$ cat config.mk
export PLATFORM = sky130hd
export DESIGN_NAME = uart_core
export DESIGN_NICKNAME = d
export VERILOG_FILES = /design/src/rtl/uart_core_pkg.sv /design/src/rtl/uart_core_bit_timer.sv /design/src/rtl/uart_core.sv
export SDC_FILE = /design/constraint.sdc
export NUM_CORES = 1
export LEC_CHECK = 0
export BUFFER_PORTS_ARGS = -buffer_cell sky130_fd_sc_hd__buf_2
export CAP_MARGIN = 20
export CORE_MARGIN = 8
export CORE_UTILIZATION = 56
export CTS_BUF_LIST = sky130_fd_sc_hd__clkbuf_8 sky130_fd_sc_hd__clkbuf_16
export DETAILED_ROUTE_END_ITERATION = 6
export PLACE_DENSITY = 0.75
export SLEW_MARGIN = 10
export SYNTH_ARGS = -nofsm -noshare
export SYNTH_HDL_FRONTEND = slang
export SYNTH_SLANG_ARGS = --single-unit
$ cat constraint.sdc
create_clock -name clk_i -period 2.63 [get_ports clk_i]
set_clock_uncertainty 0.1 [all_clocks]
set_input_delay 0.526 -clock clk_i [delete_from_list [all_inputs] [get_ports clk_i]]
set_output_delay 0.526 -clock clk_i [all_outputs]
set_load 0.02 [all_outputs]
$ cat src/rtl/uart_core_pkg.sv
// Shared definitions for the UART byte engine: FSM state type and timer slot indices.
package uart_core_pkg;

  typedef enum logic [1:0] {
    ST_IDLE  = 2'd0,
    ST_START = 2'd1,
    ST_DATA  = 2'd2,
    ST_STOP  = 2'd3
  } uart_state_e;

  localparam int unsigned DATA_BITS  = 8;
  localparam int unsigned NUM_TIMERS = 2;
  localparam int unsigned TX_IDX     = 0;
  localparam int unsigned RX_IDX     = 1;

endpackage

$ cat src/rtl/uart_core_bit_timer.sv
// Loadable bit-period down-counter; done_o is high once the loaded period has elapsed.
`timescale 1ns/1ps
module uart_bit_timer #(
  parameter int unsigned CLKS_PER_BIT = 104
) (
  input  logic clk_i,
  input  logic rst_ni,
  input  logic load_full_i,
  input  logic load_half_i,
  output logic done_o
);

  localparam int unsigned CW = $clog2(CLKS_PER_BIT);
  localparam logic [CW-1:0] FULL_LOAD = CW'(CLKS_PER_BIT - 1);
  localparam logic [CW-1:0] HALF_LOAD = CW'(CLKS_PER_BIT / 2 - 1);

  logic [CW-1:0] cnt_reg;

  always_ff @(posedge clk_i or negedge rst_ni) begin
    if (!rst_ni) begin
      cnt_reg <= '0;
    end else if (load_full_i) begin
      cnt_reg <= FULL_LOAD;
    end else if (load_half_i) begin
      cnt_reg <= HALF_LOAD;
    end else if (cnt_reg != '0) begin
      cnt_reg <= cnt_reg - CW'(1);
    end
  end

  assign done_o = (cnt_reg == '0);

endmodule

$ cat src/rtl/uart_core.sv
// Full-duplex 8N1 UART byte engine with independent TX and RX state machines.
`timescale 1ns/1ps
module uart_core
  import uart_core_pkg::*;
#(
  parameter int unsigned CLKS_PER_BIT = 104
) (
  input  logic       clk_i,
  input  logic       rst_ni,
  input  logic       rx_i,
  output logic       tx_o,
  input  logic       transmit_i,
  input  logic [7:0] tx_byte_i,
  output logic       received_o,
  output logic [7:0] rx_byte_o,
  output logic       is_receiving_o,
  output logic       is_transmitting_o,
  output logic       recv_error_o
);

  logic [NUM_TIMERS-1:0] tmr_full;
  logic [NUM_TIMERS-1:0] tmr_half;
  logic [NUM_TIMERS-1:0] tmr_done;

  genvar gi;
  generate
    for (gi = 0; gi < NUM_TIMERS; gi++) begin : g_timer
      uart_bit_timer #(.CLKS_PER_BIT(CLKS_PER_BIT)) u_timer (
        .clk_i       (clk_i),
        .rst_ni      (rst_ni),
        .load_full_i (tmr_full[gi]),
        .load_half_i (tmr_half[gi]),
        .done_o      (tmr_done[gi])
      );
    end
  endgenerate

  uart_state_e tx_state_reg;
  logic [7:0]  tx_shift_reg;
  logic [2:0]  tx_bit_reg;
  logic        tx_reg;
  logic        tx_busy_reg;

  assign tmr_full[TX_IDX] = ((tx_state_reg == ST_IDLE) && transmit_i) ||
                            ((tx_state_reg != ST_IDLE) && tmr_done[TX_IDX]);
  assign tmr_half[TX_IDX] = 1'b0;

  always_ff @(posedge clk_i or negedge rst_ni) begin
    if (!rst_ni) begin
      tx_state_reg <= ST_IDLE;
      tx_shift_reg <= '0;
      tx_bit_reg   <= '0;
      tx_reg       <= 1'b1;
      tx_busy_reg  <= 1'b0;
    end else begin
      case (tx_state_reg)
        ST_IDLE: if (transmit_i) begin
          tx_shift_reg <= tx_byte_i;
          tx_reg       <= 1'b0;
          tx_busy_reg  <= 1'b1;
          tx_state_reg <= ST_START;
        end
        ST_START: if (tmr_done[TX_IDX]) begin
          tx_reg       <= tx_shift_reg[0];
          tx_shift_reg <= {1'b0, tx_shift_reg[7:1]};
          tx_bit_reg   <= '0;
          tx_state_reg <= ST_DATA;
        end
        ST_DATA: if (tmr_done[TX_IDX]) begin
          if (tx_bit_reg == 3'(DATA_BITS - 1)) begin
            tx_reg       <= 1'b1;
            tx_state_reg <= ST_STOP;
          end else begin
            tx_reg       <= tx_shift_reg[0];
            tx_shift_reg <= {1'b0, tx_shift_reg[7:1]};
            tx_bit_reg   <= tx_bit_reg + 3'd1;
          end
        end
        ST_STOP: if (tmr_done[TX_IDX]) begin
          tx_busy_reg  <= 1'b0;
          tx_state_reg <= ST_IDLE;
        end
        default: tx_state_reg <= ST_IDLE;
      endcase
    end
  end

  uart_state_e rx_state_reg;
  logic        rx_meta_reg;
  logic        rx_sync_reg;
  logic [7:0]  rx_shift_reg;
  logic [2:0]  rx_bit_reg;
  logic [7:0]  rx_byte_reg;
  logic        rx_busy_reg;
  logic        rx_done_reg;
  logic        rx_err_reg;
  logic        rx_wait_high_reg;

  assign tmr_half[RX_IDX] = (rx_state_reg == ST_IDLE) && !rx_wait_high_reg && !rx_sync_reg;
  assign tmr_full[RX_IDX] = (rx_state_reg != ST_IDLE) && tmr_done[RX_IDX];

  // After a bad stop bit the line may be in break; wait for it to return high before re-arming.
  always_ff @(posedge clk_i or negedge rst_ni) begin
    if (!rst_ni) begin
      rx_meta_reg      <= 1'b1;
      rx_sync_reg      <= 1'b1;
      rx_state_reg     <= ST_IDLE;
      rx_shift_reg     <= '0;
      rx_bit_reg       <= '0;
      rx_byte_reg      <= '0;
      rx_busy_reg      <= 1'b0;
      rx_done_reg      <= 1'b0;
      rx_err_reg       <= 1'b0;
      rx_wait_high_reg <= 1'b0;
    end else begin
      rx_meta_reg <= rx_i;
      rx_sync_reg <= rx_meta_reg;
      rx_done_reg <= 1'b0;
      rx_err_reg  <= 1'b0;
      case (rx_state_reg)
        ST_IDLE: begin
          if (rx_wait_high_reg) begin
            if (rx_sync_reg) rx_wait_high_reg <= 1'b0;
          end else if (!rx_sync_reg) begin
            rx_busy_reg  <= 1'b1;
            rx_state_reg <= ST_START;
          end
        end
        ST_START: if (tmr_done[RX_IDX]) begin
          if (rx_sync_reg) begin
            rx_busy_reg  <= 1'b0;
            rx_state_reg <= ST_IDLE;
          end else begin
            rx_bit_reg   <= '0;
            rx_state_reg <= ST_DATA;
          end
        end
        ST_DATA: if (tmr_done[RX_IDX]) begin
          rx_shift_reg <= {rx_sync_reg, rx_shift_reg[7:1]};
          if (rx_bit_reg == 3'(DATA_BITS - 1)) rx_state_reg <= ST_STOP;
          else                                 rx_bit_reg   <= rx_bit_reg + 3'd1;
        end
        ST_STOP: if (tmr_done[RX_IDX]) begin
          rx_byte_reg      <= rx_shift_reg;
          rx_done_reg      <= 1'b1;
          rx_err_reg       <= !rx_sync_reg;
          rx_wait_high_reg <= !rx_sync_reg;
          rx_busy_reg      <= 1'b0;
          rx_state_reg     <= ST_IDLE;
        end
        default: rx_state_reg <= ST_IDLE;
      endcase
    end
  end

  assign tx_o              = tx_reg;
  assign is_transmitting_o = tx_busy_reg;
  assign received_o        = rx_done_reg;
  assign recv_error_o      = rx_err_reg;
  assign rx_byte_o         = rx_byte_reg;
  assign is_receiving_o    = rx_busy_reg;

endmodule

==> impl_results.md <==
- CP Class: reg -> reg
- Synth area leader: dfrtp_1
- Post-synth top cells: 53 x dfrtp_1, 21 x mux2_2, 19 x ha_1
- Sequential fraction of design power: 0.462
- Min cycle time layout: 2.35 ns
- First-pass DRT Iterations: 4
- Placed insts: 346
- DP HPWL: 3.77 mm
- Post-CTS Hold Buffers: 0
- Status: completed
- CTS resizes: 0
- RSZ-0062 raised after global routing: no
- Buffers on Ports: 24
- Dominant cells by area after synthesis: dfrtp_1 44%, ha_1 7.9%, mux2_2 7.9%, mux2_4 6.5%, dfstp_2 2.6%
- Yosys warning count: 0
- Wire per inst: 14.4 microns
- Initial Util: 0.583
- Critical R2R Launch: g_timer[1].u_timer.cnt_reg[0]
- Synth Cell Area: 0.00300 sq mm
- Slew Limit Fails: 0
- Setup ws final: 0.283 ns
- Synth Instances: 259
- Worst hold start: rx_i
- Worst Setup Slack post-DPL: 0.303 ns
- Dpl cell area: 0.00318 sq mm
- DRC: 0
- Setup_tns: 0 ns
- Row Count: 26
- Setup Fix Bufs, Post-CTS: 0
- CTS Sinks: 56
- Crit. End Element: register
- GR peak layer: met2
- Clock root cell: clkbuf_8
- ANT cells: 0
- Hold depth: 1
- Worst Setup Start Kind: register
- Global placer's final weighted congestion: 0.889
- Growth of design area from synthesis to finish: 9.19%
- Crit share post-route: 0.892
- Clock-pin transition on the worst setup and hold timing paths: 0.09 ns
- Die extent in x: 89.2 microns
- Yosys top cell area share: 0.443
- WL final: 5.12 mm
- Bufs on Longest Clock Path: 2
- Met1 Use GR: 0.178
- DR vias: 1,957
- First-pass GRT wire length: 8.91 mm
- Distinct cells, synth: 52
- Most common cell in the netlist: dfrtp_1
- Worst Max-Slew Pin Slew: 0.689 ns
- Sequential share of the synthesized area: 0.469
- Min Hold Slack: 0.225 ns
- Initial detailed-routing violation count: 81
- Met3 GRT Util: 0.0294
- Mean post-synth cell area: 11.6 sq um
- Fmax: 426 MHz
- Crit path arrival time: 2.43 ns
- Worst-Skew Late Latency: 0.30 ns
- CTS tree: yes
- Antenna violations before repair: 0
- Worst VDD drop: 0.000551 V
- Slew HR: 0.541
- Clk network pwr share: 0.193
- Max-Cap Viols: 0
- Finished Layout Cells: 354
- Largest net degree at the start of global routing: 57
- Async set-reset flop share out of synthesis: 1.00
- Via/cell ratio: 5.53
- Grt ovf: 0
- Final setup fails: 0
- Fill count: 425
- Synthesized Nets: 290
- Gate power share: 0.345
- Final hold viol count: 0
- DIE AREA: 0.00795 sq mm
- CTS buffer count: 5
- HP Class: in -> reg
- GR Util met2: 0.238
- Power per cell area: 738 mW/mm^2
- Internal cell power: 1.67 mW
- Number of synthesized flops with an enable pin: 0
- Synth Register Bits: 56
- Vias in the first global route: 1,949
- Routed Antenna Nets: 0
- Max reg flops: 14
- Fin nets: 314
- Main synth FF type: dfrtp_1
- Sw frac: 0.310
- Leak: 1.63 nW
- Sw Pwr: 747 uW
- Crit Path Max Fanout: 10
- R2R depth: 6
- Critical path origin: g_timer[1].u_timer.cnt_reg[0]
- CP Data Required Time: 2.71 ns
- Final non-filler cell area: 0.00327 sq mm
- Core ar.: 0.00514 sq mm
- Die height: 89.2 microns
- Share of layout cells above drive strength 1: 0.278
- GR Util All Layers: 0.140
- Io pins: 25
- CTS H-Tree Depth: 2
power groups by stage:
stage                     combinational [mW]  clock [mW]  sequential (mW)
after floorplan                        0.703           0             1.11
after global placement                 0.827           0             1.12
after detailed placement               0.843           0             1.13
after CTS                              0.846       0.499             1.12
after global routing                   0.943       0.523             1.14
final                                  0.832       0.467             1.12
stage by stage:
step | utilization | power (mW)
after global routing | 0.637 | 2.60
after floorplan | - | 1.81
final | 0.637 | 2.41
after detailed placement | 0.618 | 1.98
after CTS | 0.637 | 2.46
after global placement | 0.618 | 1.95
cells by family (layout without fill, tap and decap cells):
group,Yosys count,in the layout,share of synthesized area
DFF,56,56,0.469
adders and majority gates,19,19,0.0793
xor gates and xnor gates,3,3,0.00877
buffers and inverters,26,51,0.0367
muxes,37,37,0.154
and+or+nand+nor,71,71,0.143
AOI/OAI and AO/OA,47,47,0.109
cell type report:
| type | instances | area [sq um] | share of cell area |
|---|---|---|---|
| clock inverter | 2 | 12.5 | 0.00382 |
| timing repair buffer | 27 | 143 | 0.0436 |
| multi-input combinational | 177 | 1480 | 0.453 |
| sequential | 56 | 1410 | 0.429 |
| clock buffer | 6 | 82.6 | 0.0252 |
| inverter | 16 | 60.1 | 0.0184 |
| tap | 70 | 87.6 | 0.0268 |
placed cells by master, fill, tap and decap left out, types with 6 or more instances in the layout:
master | synthesis | final
inv_1 | 16 | 17
nand2b_1 | 6 | 6
nand3_1 | 9 | 9
buf_2 | 3 | 24
nor2b_1 | 7 | 7
clkbuf_8 | 0 | 6
mux2_2 | 21 | 21
nor2_1 | 7 | 7
o21ai_0 | 15 | 15
mux2_4 | 13 | 13
nand2_1 | 16 | 16
dfrtp_1 | 53 | 53
ha_1 | 19 | 19
metal layers:
layer,up-vias,wire [microns]
li1,973,-
met1,955,2340
met2,23,2530
met3,6,185
met4,0,53
met5,-,0
path summary, 6_finish.rpt:
| kind | end | slack [ns] |
|---|---|---|
| max in group asynchronous | rx_shift_reg[2] | 1.72 |
| worst min register to register | rx_sync_reg | 0.26 |
| worst max-delay path | rx_byte_o[3] | 0.28 |
| worst max register to register | rx_byte_o[3] | 0.28 |
| min in group asynchronous | tx_shift_reg[5] | 0.24 |
| worst min-delay path | rx_meta_reg | 0.23 |
worst max-delay path: stages, from the launching register on:
cell	delay (ns)
dfrtp_1	0.41
inv_1	0.10
ha_1	0.19
nor2b_1	0.41
and2_1	0.52
nand2_8	0.16
mux2_4	0.33
Power figures use the tool's default switching activity.
